===== src/rtl/mem_pkg.sv =====
`default_nettype none
// +--------------------------------------------------------------------------+
// | mem_pkg : shared widths, FSM encodings and alignment helpers for the     |
// |           memory-access pipeline stage.                                  |
// | Revision: 1.0                                                            |
// +--------------------------------------------------------------------------+
package mem_pkg;

  localparam int DEF_ADDR_W = 32;
  localparam int DEF_DATA_W = 32;
  localparam int DEF_REG_W  = 5;

  typedef logic [1:0] state_t;

  localparam state_t ST_IDLE  = 2'd0;
  localparam state_t ST_REQ   = 2'd1;
  localparam state_t ST_DONE  = 2'd2;
  localparam state_t ST_DRAIN = 2'd3;

  // Byte-offset bits that must be zero for a word access.
  localparam logic [1:0] WORD_OFS_MASK = 2'b11;

  function automatic logic is_misaligned(input logic [1:0] ofs);
    return |(ofs & WORD_OFS_MASK);
  endfunction

endpackage
`default_nettype wire


===== src/rtl/mem_write_buffer.sv =====
`default_nettype none
// +--------------------------------------------------------------------------+
// | mem_write_buffer : one-entry posted write buffer with word-address match |
// |                    for load forwarding (used under MEM_WRITE_BUFFER_EN). |
// | Revision: 1.0                                                            |
// +--------------------------------------------------------------------------+
module mem_write_buffer
  import mem_pkg::*;
#(
  parameter int ADDR_W = DEF_ADDR_W,
  parameter int DATA_W = DEF_DATA_W
) (
  input  logic              clk,
  input  logic              reset,
  input  logic              wr_en,
  input  logic [ADDR_W-1:0] wr_addr,
  input  logic [DATA_W-1:0] wr_data,
  input  logic              clr,
  input  logic [ADDR_W-3:0] lookup_word,
  output logic              valid,
  output logic [ADDR_W-1:0] buf_addr,
  output logic [DATA_W-1:0] buf_data,
  output logic              hit
);

  logic              valid_q, valid_d;
  logic [ADDR_W-1:0] addr_q, addr_d;
  logic [DATA_W-1:0] data_q, data_d;

  always_comb begin
    valid_d = valid_q;
    addr_d  = addr_q;
    data_d  = data_q;
    if (clr) begin
      valid_d = 1'b0;
    end
    if (wr_en) begin
      valid_d = 1'b1;
      addr_d  = wr_addr;
      data_d  = wr_data;
    end
  end

  always_ff @(posedge clk) begin
    if (reset) begin
      valid_q <= 1'b0;
      addr_q  <= '0;
      data_q  <= '0;
    end else begin
      valid_q <= valid_d;
      addr_q  <= addr_d;
      data_q  <= data_d;
    end
  end

  assign valid    = valid_q;
  assign buf_addr = addr_q;
  assign buf_data = data_q;
  assign hit      = valid_q && (addr_q[ADDR_W-1:2] == lookup_word);

endmodule
`default_nettype wire


===== src/rtl/mem_stage.sv =====
`default_nettype none
// +--------------------------------------------------------------------------+
// | mem_stage : MEM pipeline stage with req/ack memory port, upstream stall  |
// |             and MEM/WB register. Define MEM_WRITE_BUFFER_EN to add a     |
// |             one-entry posted write buffer.                               |
// | Revision: 1.0                                                            |
// +--------------------------------------------------------------------------+
module mem_stage
  import mem_pkg::*;
#(
  parameter int ADDR_W = DEF_ADDR_W,
  parameter int DATA_W = DEF_DATA_W,
  parameter int REG_W  = DEF_REG_W
) (
  input  logic              clk,
  input  logic              reset,
  input  logic              wb_en_in,
  input  logic              mem_r_en_in,
  input  logic              mem_w_en_in,
  input  logic              mem_to_reg_in,
  input  logic [ADDR_W-1:0] alu_result_in,
  input  logic [DATA_W-1:0] store_data_in,
  input  logic [REG_W-1:0]  regd_in,
  output logic              mem_req,
  output logic              mem_we,
  output logic [ADDR_W-1:0] mem_addr,
  output logic [DATA_W-1:0] mem_wdata,
  input  logic              mem_ack,
  input  logic [DATA_W-1:0] mem_rdata,
  output logic              mem_stall,
  output logic              addr_err,
  output logic              wb_en,
  output logic              wb_mem_to_reg,
  output logic [DATA_W-1:0] wb_alu_result,
  output logic [DATA_W-1:0] wb_load_data,
  output logic [REG_W-1:0]  wb_regd
);

  state_t            state_q, state_d;
  logic              mem_req_q, mem_req_d;
  logic              mem_we_q, mem_we_d;
  logic [ADDR_W-1:0] mem_addr_q, mem_addr_d;
  logic [DATA_W-1:0] mem_wdata_q, mem_wdata_d;
  logic [DATA_W-1:0] rdata_q, rdata_d;
  logic              addr_err_q, addr_err_d;
  logic              wb_en_q, wb_en_d;
  logic              wb_mem_to_reg_q, wb_mem_to_reg_d;
  logic [DATA_W-1:0] wb_alu_result_q, wb_alu_result_d;
  logic [DATA_W-1:0] wb_load_data_q, wb_load_data_d;
  logic [REG_W-1:0]  wb_regd_q, wb_regd_d;

  logic              w_access, w_is_store, w_misaligned, w_aligned_acc;
  logic              w_load_hit, w_posted, w_needs_port, w_stall;
  logic [ADDR_W-1:0] w_word_addr;
  logic              w_buf_valid, w_buf_hit;
  logic [ADDR_W-1:0] w_buf_addr;
  logic [DATA_W-1:0] w_buf_data;

  assign w_access      = mem_r_en_in | mem_w_en_in;
  assign w_is_store    = mem_w_en_in;
  assign w_misaligned  = w_access && is_misaligned(alu_result_in[1:0]);
  assign w_aligned_acc = w_access && !w_misaligned;
  assign w_word_addr   = {alu_result_in[ADDR_W-1:2], 2'b00};

`ifdef MEM_WRITE_BUFFER_EN
  localparam logic USE_WBUF = 1'b1;
  logic w_buf_wr, w_buf_clr;

  // Stores are posted only from IDLE into an empty buffer; a full buffer forces a drain first.
  assign w_buf_wr  = (state_q == ST_IDLE) && w_posted;
  assign w_buf_clr = (state_q == ST_DRAIN) && mem_ack;

  mem_write_buffer #(
    .ADDR_W (ADDR_W),
    .DATA_W (DATA_W)
  ) u_wbuf (
    .clk         (clk),
    .reset       (reset),
    .wr_en       (w_buf_wr),
    .wr_addr     (w_word_addr),
    .wr_data     (store_data_in),
    .clr         (w_buf_clr),
    .lookup_word (alu_result_in[ADDR_W-1:2]),
    .valid       (w_buf_valid),
    .buf_addr    (w_buf_addr),
    .buf_data    (w_buf_data),
    .hit         (w_buf_hit)
  );
`else
  localparam logic USE_WBUF = 1'b0;
  assign w_buf_valid = 1'b0;
  assign w_buf_hit   = 1'b0;
  assign w_buf_addr  = '0;
  assign w_buf_data  = '0;
`endif

  assign w_load_hit   = w_aligned_acc && !w_is_store && w_buf_hit;
  assign w_posted     = USE_WBUF && w_aligned_acc && w_is_store && !w_buf_valid;
  assign w_needs_port = w_aligned_acc && !w_load_hit && !w_posted;

  always_comb begin
    state_d         = state_q;
    mem_req_d       = mem_req_q;
    mem_we_d        = mem_we_q;
    mem_addr_d      = mem_addr_q;
    mem_wdata_d     = mem_wdata_q;
    rdata_d         = rdata_q;
    w_stall         = 1'b0;
    case (state_q)
      ST_IDLE: begin
        w_stall = w_needs_port;
        if (w_buf_valid) begin
          state_d     = ST_DRAIN;
          mem_req_d   = 1'b1;
          mem_we_d    = 1'b1;
          mem_addr_d  = w_buf_addr;
          mem_wdata_d = w_buf_data;
        end else if (w_needs_port) begin
          state_d     = ST_REQ;
          mem_req_d   = 1'b1;
          mem_we_d    = w_is_store;
          mem_addr_d  = w_word_addr;
          mem_wdata_d = store_data_in;
        end
      end
      ST_REQ: begin
        w_stall = 1'b1;
        if (mem_ack) begin
          state_d   = ST_DONE;
          mem_req_d = 1'b0;
          if (!mem_we_q) begin
            rdata_d = mem_rdata;
          end
        end
      end
      ST_DONE: begin
        state_d = ST_IDLE;
      end
      default: begin
        w_stall = w_needs_port;
        if (mem_ack) begin
          state_d   = ST_IDLE;
          mem_req_d = 1'b0;
        end
      end
    endcase
  end

  always_comb begin
    wb_en_d         = wb_en_q;
    wb_mem_to_reg_d = wb_mem_to_reg_q;
    wb_alu_result_d = wb_alu_result_q;
    wb_load_data_d  = wb_load_data_q;
    wb_regd_d       = wb_regd_q;
    addr_err_d      = 1'b0;
    if (w_stall) begin
      wb_en_d   = 1'b0;
      wb_regd_d = '0;
    end else begin
      wb_en_d         = wb_en_in && !w_misaligned;
      wb_mem_to_reg_d = mem_to_reg_in;
      wb_alu_result_d = DATA_W'(alu_result_in);
      wb_regd_d       = regd_in;
      addr_err_d      = w_misaligned && (state_q != ST_DONE);
      if (state_q == ST_DONE) begin
        wb_load_data_d = rdata_q;
      end else if (w_load_hit) begin
        wb_load_data_d = w_buf_data;
      end
    end
  end

  always_ff @(posedge clk) begin
    if (reset) begin
      state_q         <= ST_IDLE;
      mem_req_q       <= 1'b0;
      mem_we_q        <= 1'b0;
      mem_addr_q      <= '0;
      mem_wdata_q     <= '0;
      rdata_q         <= '0;
      addr_err_q      <= 1'b0;
      wb_en_q         <= 1'b0;
      wb_mem_to_reg_q <= 1'b0;
      wb_alu_result_q <= '0;
      wb_load_data_q  <= '0;
      wb_regd_q       <= '0;
    end else begin
      state_q         <= state_d;
      mem_req_q       <= mem_req_d;
      mem_we_q        <= mem_we_d;
      mem_addr_q      <= mem_addr_d;
      mem_wdata_q     <= mem_wdata_d;
      rdata_q         <= rdata_d;
      addr_err_q      <= addr_err_d;
      wb_en_q         <= wb_en_d;
      wb_mem_to_reg_q <= wb_mem_to_reg_d;
      wb_alu_result_q <= wb_alu_result_d;
      wb_load_data_q  <= wb_load_data_d;
      wb_regd_q       <= wb_regd_d;
    end
  end

  assign mem_req       = mem_req_q;
  assign mem_we        = mem_we_q;
  assign mem_addr      = mem_addr_q;
  assign mem_wdata     = mem_wdata_q;
  assign mem_stall     = w_stall;
  assign addr_err      = addr_err_q;
  assign wb_en         = wb_en_q;
  assign wb_mem_to_reg = wb_mem_to_reg_q;
  assign wb_alu_result = wb_alu_result_q;
  assign wb_load_data  = wb_load_data_q;
  assign wb_regd       = wb_regd_q;

endmodule
`default_nettype wire


===== config.mk =====
export PLATFORM = sky130hd
export DESIGN_NAME = mem_stage
export DESIGN_NICKNAME = d
export VERILOG_FILES = /design/src/rtl/mem_pkg.sv /design/src/rtl/mem_write_buffer.sv /design/src/rtl/mem_stage.sv
export SDC_FILE = /design/constraint.sdc
export NUM_CORES = 1
export LEC_CHECK = 0
export CAP_MARGIN = 20
export CELL_PAD_IN_SITES_DETAIL_PLACEMENT = 1
export CELL_PAD_IN_SITES_GLOBAL_PLACEMENT = 2
export CORE_MARGIN = 2
export CORE_UTILIZATION = 24
export DETAILED_ROUTE_END_ITERATION = 8
export GPL_TIMING_DRIVEN = 1
export PLACE_DENSITY_LB_ADDON = 0.1
export SYNTH_ARGS = -nofsm -noshare
export SYNTH_HDL_FRONTEND = slang
export SYNTH_HIERARCHICAL = 1
export SYNTH_SLANG_ARGS = --single-unit
export TNS_END_PERCENT = 10

===== constraint.sdc =====
create_clock -name clk -period 1.8 [get_ports clk]
set_clock_uncertainty 0.2 [all_clocks]
set_input_delay 0.36 -clock clk [delete_from_list [all_inputs] [get_ports clk]]
set_output_delay 0.36 -clock clk [all_outputs]
set_load 0.02 [all_outputs]

; Word level (Yosys, flattened, before mapping)
; Cells that the tools add are included.
[op_classes]
n_eq_ne = 5
muxes = 8
n_bitwise = 4
reduce_logical = 15
[op_table]
columns = op, count
row1 = $reduce_and 3->1, 3
row2 = $mux 2, 3
row3 = $ne 2x2->1 const B, 3
row4 = $pmux 2 s3, 1
row5 = $logic_and 1x1->1, 4
row6 = $pmux 1 s2, 2
row7 = $reduce_and 2->1, 2
row8 = $reduce_or 2->1, 2
row9 = $not 1->1, 3
row10 = $reduce_bool 3->1, 1
row11 = $eq 2x1->1 const B, 1
row12 = $eq 2x2->1 const B, 1
row13 = $logic_not 2->1, 1
row14 = $mux 1, 2
row15 = $reduce_bool 2->1, 1
row16 = $logic_not 1->1, 1
row17 = $or 1x1->1, 1
[totals]
ff_bits = 170
input_bits = 108
output_inout_bits = 139

; Depth between registers and ports, before layout
; Gate-level depths: netlist of the first run.
[logic_depth]
ltp_word = 7
ltp_mapped = 8
ltp_nobuf = 5

; Worst setup path after synthesis of the first run
; No wires, ideal clock.
[synth_timing]
path_type = reg-to-output
startpoint = reg state_q[0]
endpoint = out mem_stall
arrival_ps = 1533
t_required_ps = 1240
slack_ps = -293
path_stages_with_launch = 5
path_buffers = 1
cell_sequence = dfxtp_1 > inv_1 > ha_1 > buf_2 > o31ai_2
[synth_via]
elab_chain_cells = 2
[synth_lines]
columns = item, line_no
row1 = "start, declared", mem_stage.sv:39  ; state_t state_q, state_d;
row2 = "start signal, assigned", mem_stage.sv:188  ; state_q <= state_d;
row3 = $eq 2x2->1 / $eq 2x1->1 (equally long branches), mem_stage.sv:109  ; case (state_q)
row4 = $pmux 1 s2 (*), mem_stage.sv:109
row5 = "end, declared", mem_stage.sv:30  ; output logic mem_stall,
; Mark *: on every way between the ends. The rest lies on a longest branch, timed or not.

; Worst setup path in the final report of the first run
[layout_timing]
startpoint = reg state_q[1]
endpoint = out mem_stall
; The elaborated chain is that of the path after synthesis.

==> impl_metrics.ini, run 1 <==
[power]
comb_power_share_pct = 21.0
p_switching_mw = 3.065
netSwitchingFraction_pct = 30.98
vdd_drop_max_mv = 0.7169
p_int_mw = 6.828
power_density_mw_per_mm2 = 839.6
p_leak_nw = 4.560
power.share.clock_pct = 37.8
p_seq_share_pct = 41.2

[finish]
final_util_pct = 37.63
stdcell_count = 1507
num_antenna_cells = 0
syn2layout_area_growth_pct = 55.65
drive_gt1_share_pct = 17.29
postLayoutCellArea_mm2 = 0.01178
nets = 1203

[die]
dieArea_mm2 = 0.03298
coreArea_mm2 = 0.03131
dieHeight_um = 181.6
start_util_pct = 24.18
io_pins = 247
rows = 65
die_w_um = 181.6

[cts]
cts_sinks = 170
clkTransAtPathRegs_ns = 0.07
cts_buffer_depth = 2
cts_inserted_buffers = 17
cts_tree = yes
cts-root-buf = clkbuf_16
worstSkewPairLatency_ns = 0.45
htree_levels = 4

[place]
place.gp.congestion = 0.7256
numPortBuffers = 244
dpl_cell_area_mm2 = 0.01074
place.detailed.hpwl_mm = 19.28
dp.cells = 1461

[detailed_routing]
top_layer_used = met5
vias = 7813
drt_iter0_drc = 330
routed_wl_mm = 31.55
route.met2.wl_mm = 14.25
drc = 0
drtPass1Iterations = 4
dr_wl_met3_mm = 1.278
avgViaCountPerCell = 5.184
ant_nets = 0
avgRoutedWirePerCell_um = 20.94
wirelength_met1_mm = 15.54

[logic_synthesis]
synthCells = 868
synth_edf_count = 0
ys.flop_type = dfxtp_1
synth_async_sr_flop_share_pct = 0
ys_types = 38
synthesis.area_mm2 = 0.007570
synth.top_cell.area_share_pct = 44.96
avgSynthCellArea_um2 = 8.721
synth_area_leaders = dfxtp_1 (45%), a21oi_1 (6.3%), o31ai_1 (6.1%), nand4_1 (5.2%), mux2i_1 (4.2%)
synth_seq_cells = 170
yosysWarnings = 6
yosys.area.top_type = dfxtp_1
yosysSeqAreaShare_pct = 44.96

[timing]
timing.final.ws_setup_ns = -0.3084
tightest_slew_ns = 0.5248
setup_viol = 67
rsz0062_at_grt = true
finalHoldViolations = 0
max_freq_ghz = 0.4743
timing.final.crit_share_pct = 117.1
slew_viol_final = 0
slew-limit-headroom_pct = 65.01
layout_min_cycle_time_ns = 2.108

[critical_path]
r2r_slack_ns = -0.17
worstRegToRegCells = 9
timing.rr.start = state_q[1]
cp.arrival_ns = 1.55
crit_path_start = state_q[1]
path_max_fanout = 4
cp-start-kind = flip-flop
rr_endpoint = rdata_q[28]
worstSetupPathType = reg2out
cp.required_ns = 1.24
crit_path_end_kind = output pin

[global_routing]
grt_pass1_wl_mm = 47.97
grt_max_degree = 68
grt_overflow = 0
antenna_found_initial = 2
first_global_vias = 7852
globalRouteTotalUtil_pct = 18.59

[hold_path]
hold_class = in2reg
whs_path_depth = 3
holdCritStartpoint = reset
hold_end = mem_addr[12]

[status]
violations = negative setup slack
outcome = finished with violations

[job]
maxCapViolations = 0
## cells by family after synthesis
group           Yosys count  synth area share, %
flops                   170                44.96
compound gates          233                19.95
simple gates            308                23.32
fa+ha+maj                 3               0.4959
buf+inv                 121                6.992
mux                      32                4.231
other cells               1              0.04954
## layer usage
layer | track usage, % | vias up
met2 | 28.92 | 201
met4 | 5.528 | 2
met1 | 26.04 | 3856
met3 | 3.570 | 32
li1 | - | 3722
met5 | 0 | -
## cell usage after synthesis, types with 2 or more instances
library cell / number
dfxtp_1: 170
a21oi_1: 96
clkbuf_1: 67
nand2_1: 67
nand3_1: 63
nand4_1: 63
o31ai_1: 62
buf_2: 39
nor3b_1: 36
a31oi_1: 32
mux2i_1: 32
nor2_1: 32
nor4bb_1: 31
o2111ai_1: 31
buf_1: 5
inv_1: 5
nor3_1: 4
o21ai_0: 4
a311oi_1: 3
buf_4: 3
ha_1: 3
buf_6: 2
nand2b_1: 2
nor2_2: 2
## repair_timing
item                                    in CTS  in global routing
setup buffers                                4                  4
resized for setup                          187                 68
gates cloned                                 3                  3
pin swaps                                   42                 34
endpoints found under the setup margin     242                 97
hold buffers                                 0                  0
endpoints found under the hold margin        0                  0
## worst max path at each step
stage	endpoint	slack, ns	depth (start not counted)
after global routing	mem_stall	-0.38	7
after global placement	mem_stall	-0.85	5
after CTS	mem_stall	-0.34	5
final	mem_stall	-0.31	7
after floorplan	mem_stall	0.01	4
after detailed placement	mem_stall	-0.87	5
## per-stage QoR
step / setup WS [ns] / hold slack (ns) / power [mW] / TNS (ns)
2_1_floorplan: 0.01194 / 0.2360 / 5.098 / 0
6_report: -0.3084 / 0.1752 / 9.893 / -6.165
5_1_grt: -0.3804 / 0.1646 / 10.34 / -10.94
3_3_place_gp: -0.8540 / 0.2446 / 6.152 / -55.87
3_5_place_dp: -0.8675 / 0.2493 / 6.154 / -56.90
4_1_cts: -0.3398 / 0.1389 / 9.966 / -2.064
## power groups by stage
stage	Clock, mW	Combinational [mW]	Sequential [mW]
after floorplan	0	0.782	4.32
after global placement	0	2.00	4.15
after detailed placement	0	2.00	4.15
after CTS	3.88	2.02	4.07
after global routing	4.03	2.22	4.09
final	3.74	2.08	4.07
## layout by cell type, fill, tap and decap left out, types with 8 or more instances in the layout
master             n
buf_6              9
nor2_1            32
nor3b_2           11
o31ai_1           62
clkbuf_16         20
nor4bb_1          20
mux2i_1           32
buf_12            22
a21oi_1           78
nand2_1           55
nand2_2            8
a31oi_1           28
a21oi_2           19
clkdlybuf4s50_1  103
dfxtp_1          168
nand4_1           63
buf_4             40
nand3_1           63
o2111ai_1         31
nor3b_1           25
dlygate4sd2_1    126
nor4bb_2           8
## critical path: stages, from the launching register on
cell     delay (ns)
dfxtp_2        0.34
inv_2          0.05
buf_4          0.13
ha_4           0.16
nand2_2        0.10
o31ai_4        0.08
buf_6          0.13
buf_6          0.12
## final cells by class
type	instances	area, um2
sequential	170	3406
timing repair buffer	320	3262
fill	3576	19530
multi-input combinational	578	4010
clock buffer	17	425.4
inverter	5	18.77
clock inverter	15	157.7
tap	402	503.0
(Power assumes the default switching activity.)
==> run 2, diff against run 1 <==
--- a/config.mk
+++ b/config.mk
@@ -13,6 +13,7 @@
 export DETAILED_ROUTE_END_ITERATION = 8
 export GPL_TIMING_DRIVEN = 1
 export PLACE_DENSITY_LB_ADDON = 0.1
+export REMOVE_ABC_BUFFERS = 1
 export SYNTH_ARGS = -nofsm -noshare
 export SYNTH_HDL_FRONTEND = slang
 export SYNTH_HIERARCHICAL = 1
==> run 2 against run 1 <==
Compared with the run above: die area stayed put; first-iteration DRC count shrank 5.2%; sequential share of layout area up 0.11 points; critical path type is now in2out; total power decreased by 0.79%; the flow still finishes with violations (negative setup slack); critical path depth is 3 lower; largest cell class unchanged; combinational power hardly changed; largest power group unchanged; final area fell by 0.37%.
==> impl_metrics.ini, run 2 (synthesis results as in run 1) <==
[place]
place.detailed.hpwl_mm = 19.60
place.gp.congestion = 0.7302
dp.cells = 1469
numPortBuffers = 244

[finish]
mostFrequentLayoutCell = dfxtp_1
fill_cells = 3552
layout_common_cells = dfxtp_1 (168), dlygate4sd2_1 (127), clkdlybuf4s50_1 (105), a21oi_1 (96), nand2_1 (66)
stdcell_count = 1510
syn2layout_area_growth_pct = 55.07
multi_input_area_mm2 = 0.003910
nets = 1207
drive_gt1_share_pct = 14.71
num_antenna_cells = 0
seq_area_mm2 = 0.003406

[critical_path]
worstSetupPathType = in2out
cp.arrival_ns = 1.49
cp-start-kind = primary input
path_max_fanout = 2
crit_path_end_kind = output pin
cp.required_ns = 1.24

[global_routing]
top_usage_layer = met2
first_global_vias = 8090
grtUsageMet2_pct = 30.21
grt_max_degree = 73
globalRouteTotalUtil_pct = 18.53
grt_overflow = 0
grt_pass1_wl_mm = 48.38
gr-usage-met1_pct = 24.26
antenna_found_initial = 1
grtUsageMet3_pct = 4.834

[detailed_routing]
routed_wl_mm = 30.70
vias = 7853
avgViaCountPerCell = 5.201
drtPass1Iterations = 4
drt_iter0_drc = 313
drc = 0
avgRoutedWirePerCell_um = 20.33
ant_nets = 0

[power]
power_density_mw_per_mm2 = 836.0
p_seq_share_pct = 41.4
p_leak_nw = 4.566
p_int_mw = 6.800
netSwitchingFraction_pct = 30.71
p_switching_mw = 3.014
comb_power_share_pct = 21.3
power.share.clock_pct = 37.2
vdd_drop_max_mv = 0.6922

[hold_path]
hold_class = in2reg

[timing]
timing.final.crit_share_pct = 113.7
setup_viol = 32
slew_viol_final = 0
rsz0062_at_grt = true
layout_min_cycle_time_ns = 2.047
timing.final.ws_setup_ns = -0.2473
tns_ns = -2.814
finalHoldViolations = 0
max_freq_ghz = 0.4885

[cts]
htree_levels = 4
cts-root-buf = clkbuf_16
cts_inserted_buffers = 17
cts_sinks = 170
clkTransAtPathRegs_ns = 0.07
cts_tree = yes
cts_buffer_depth = 2
worstSkewPairLatency_ns = 0.43

[die]
coreArea_mm2 = 0.03131
dieHeight_um = 181.6
rows = 65
io_pins = 247
start_util_pct = 24.18
dieArea_mm2 = 0.03298
die_w_um = 181.6

[status]
violations = negative setup slack
outcome = finished with violations

[job]
maxCapViolations = 0
-- run 2: routing by layer --
| metal | share of wire (%) | up-vias |
|---|---|---|
| met3 | 5.3 | 26 |
| li1 | - | 3726 |
| met5 | 0.042 | - |
| met1 | 47 | 3916 |
| met2 | 47 | 183 |
| met4 | 1.5 | 2 |
-- run 2: through the flow --
stage | area [um2] | utilization (%) | power (mW) | setup WS, ns | hold WS [ns]
after floorplan | 7063 | - | 4.949 | -1.959 | 0.2224
after global placement | 10870 | 34.71 | 6.183 | -0.6888 | 0.2437
after detailed placement | 10870 | 34.71 | 6.176 | -0.7032 | 0.2493
after CTS | 11570 | 36.96 | 9.944 | -0.2581 | 0.01205
after global routing | 11740 | 37.49 | 10.29 | -0.2859 | 0.01389
final | 11740 | 37.49 | 9.814 | -0.2473 | 0.02357
-- run 2: final cells by class --
type	count	share of cell area, %
clock buffers	18	3.656
multi-input cells	578	33.31
repair buffers	324	28.55
clock inverters	13	1.023
inverters	5	0.1599
well taps	402	4.285
flip-flops and latches	170	29.01
-- run 2: path summary, 6_finish.rpt --
check                     endpoint        startpoint  slack, ns  cells past startpoint
setup / recovery         mem_stall  alu_result_in[1]      -0.25                      4
hold / removal       mem_wdata[11]             reset       0.02                      2
setup reg to reg  wb_alu_result[7]        state_q[1]      -0.13                      9
hold reg to reg         rdata_q[8]        rdata_q[8]       0.26                      2
-- run 2: power groups by stage --
stage,logic [mW],registers [mW],clock network (mW)
finish,2.09,4.07,3.65
global route,2.24,4.09,3.95
CTS,2.08,4.06,3.80
detailed placement,2.03,4.15,0
global placement,2.03,4.15,0
floorplan,0.633,4.32,0
-- run 2: what timing repair did --
item                                    in CTS  in global routing
pin swaps                                   49                 14
hold buffers                                 0                  0
setup buffers                                6                  1
endpoints found under the setup margin     221                112
gates resized for setup                    180                 44
gates cloned                                 4                  0
hold endpoints to repair                     0                  0
-- run 2: critical path: stages --
cell and delay (ns):
clkdlybuf4s50_1 0.42, or2_4 0.28, o31ai_4 0.27, buf_6 0.15
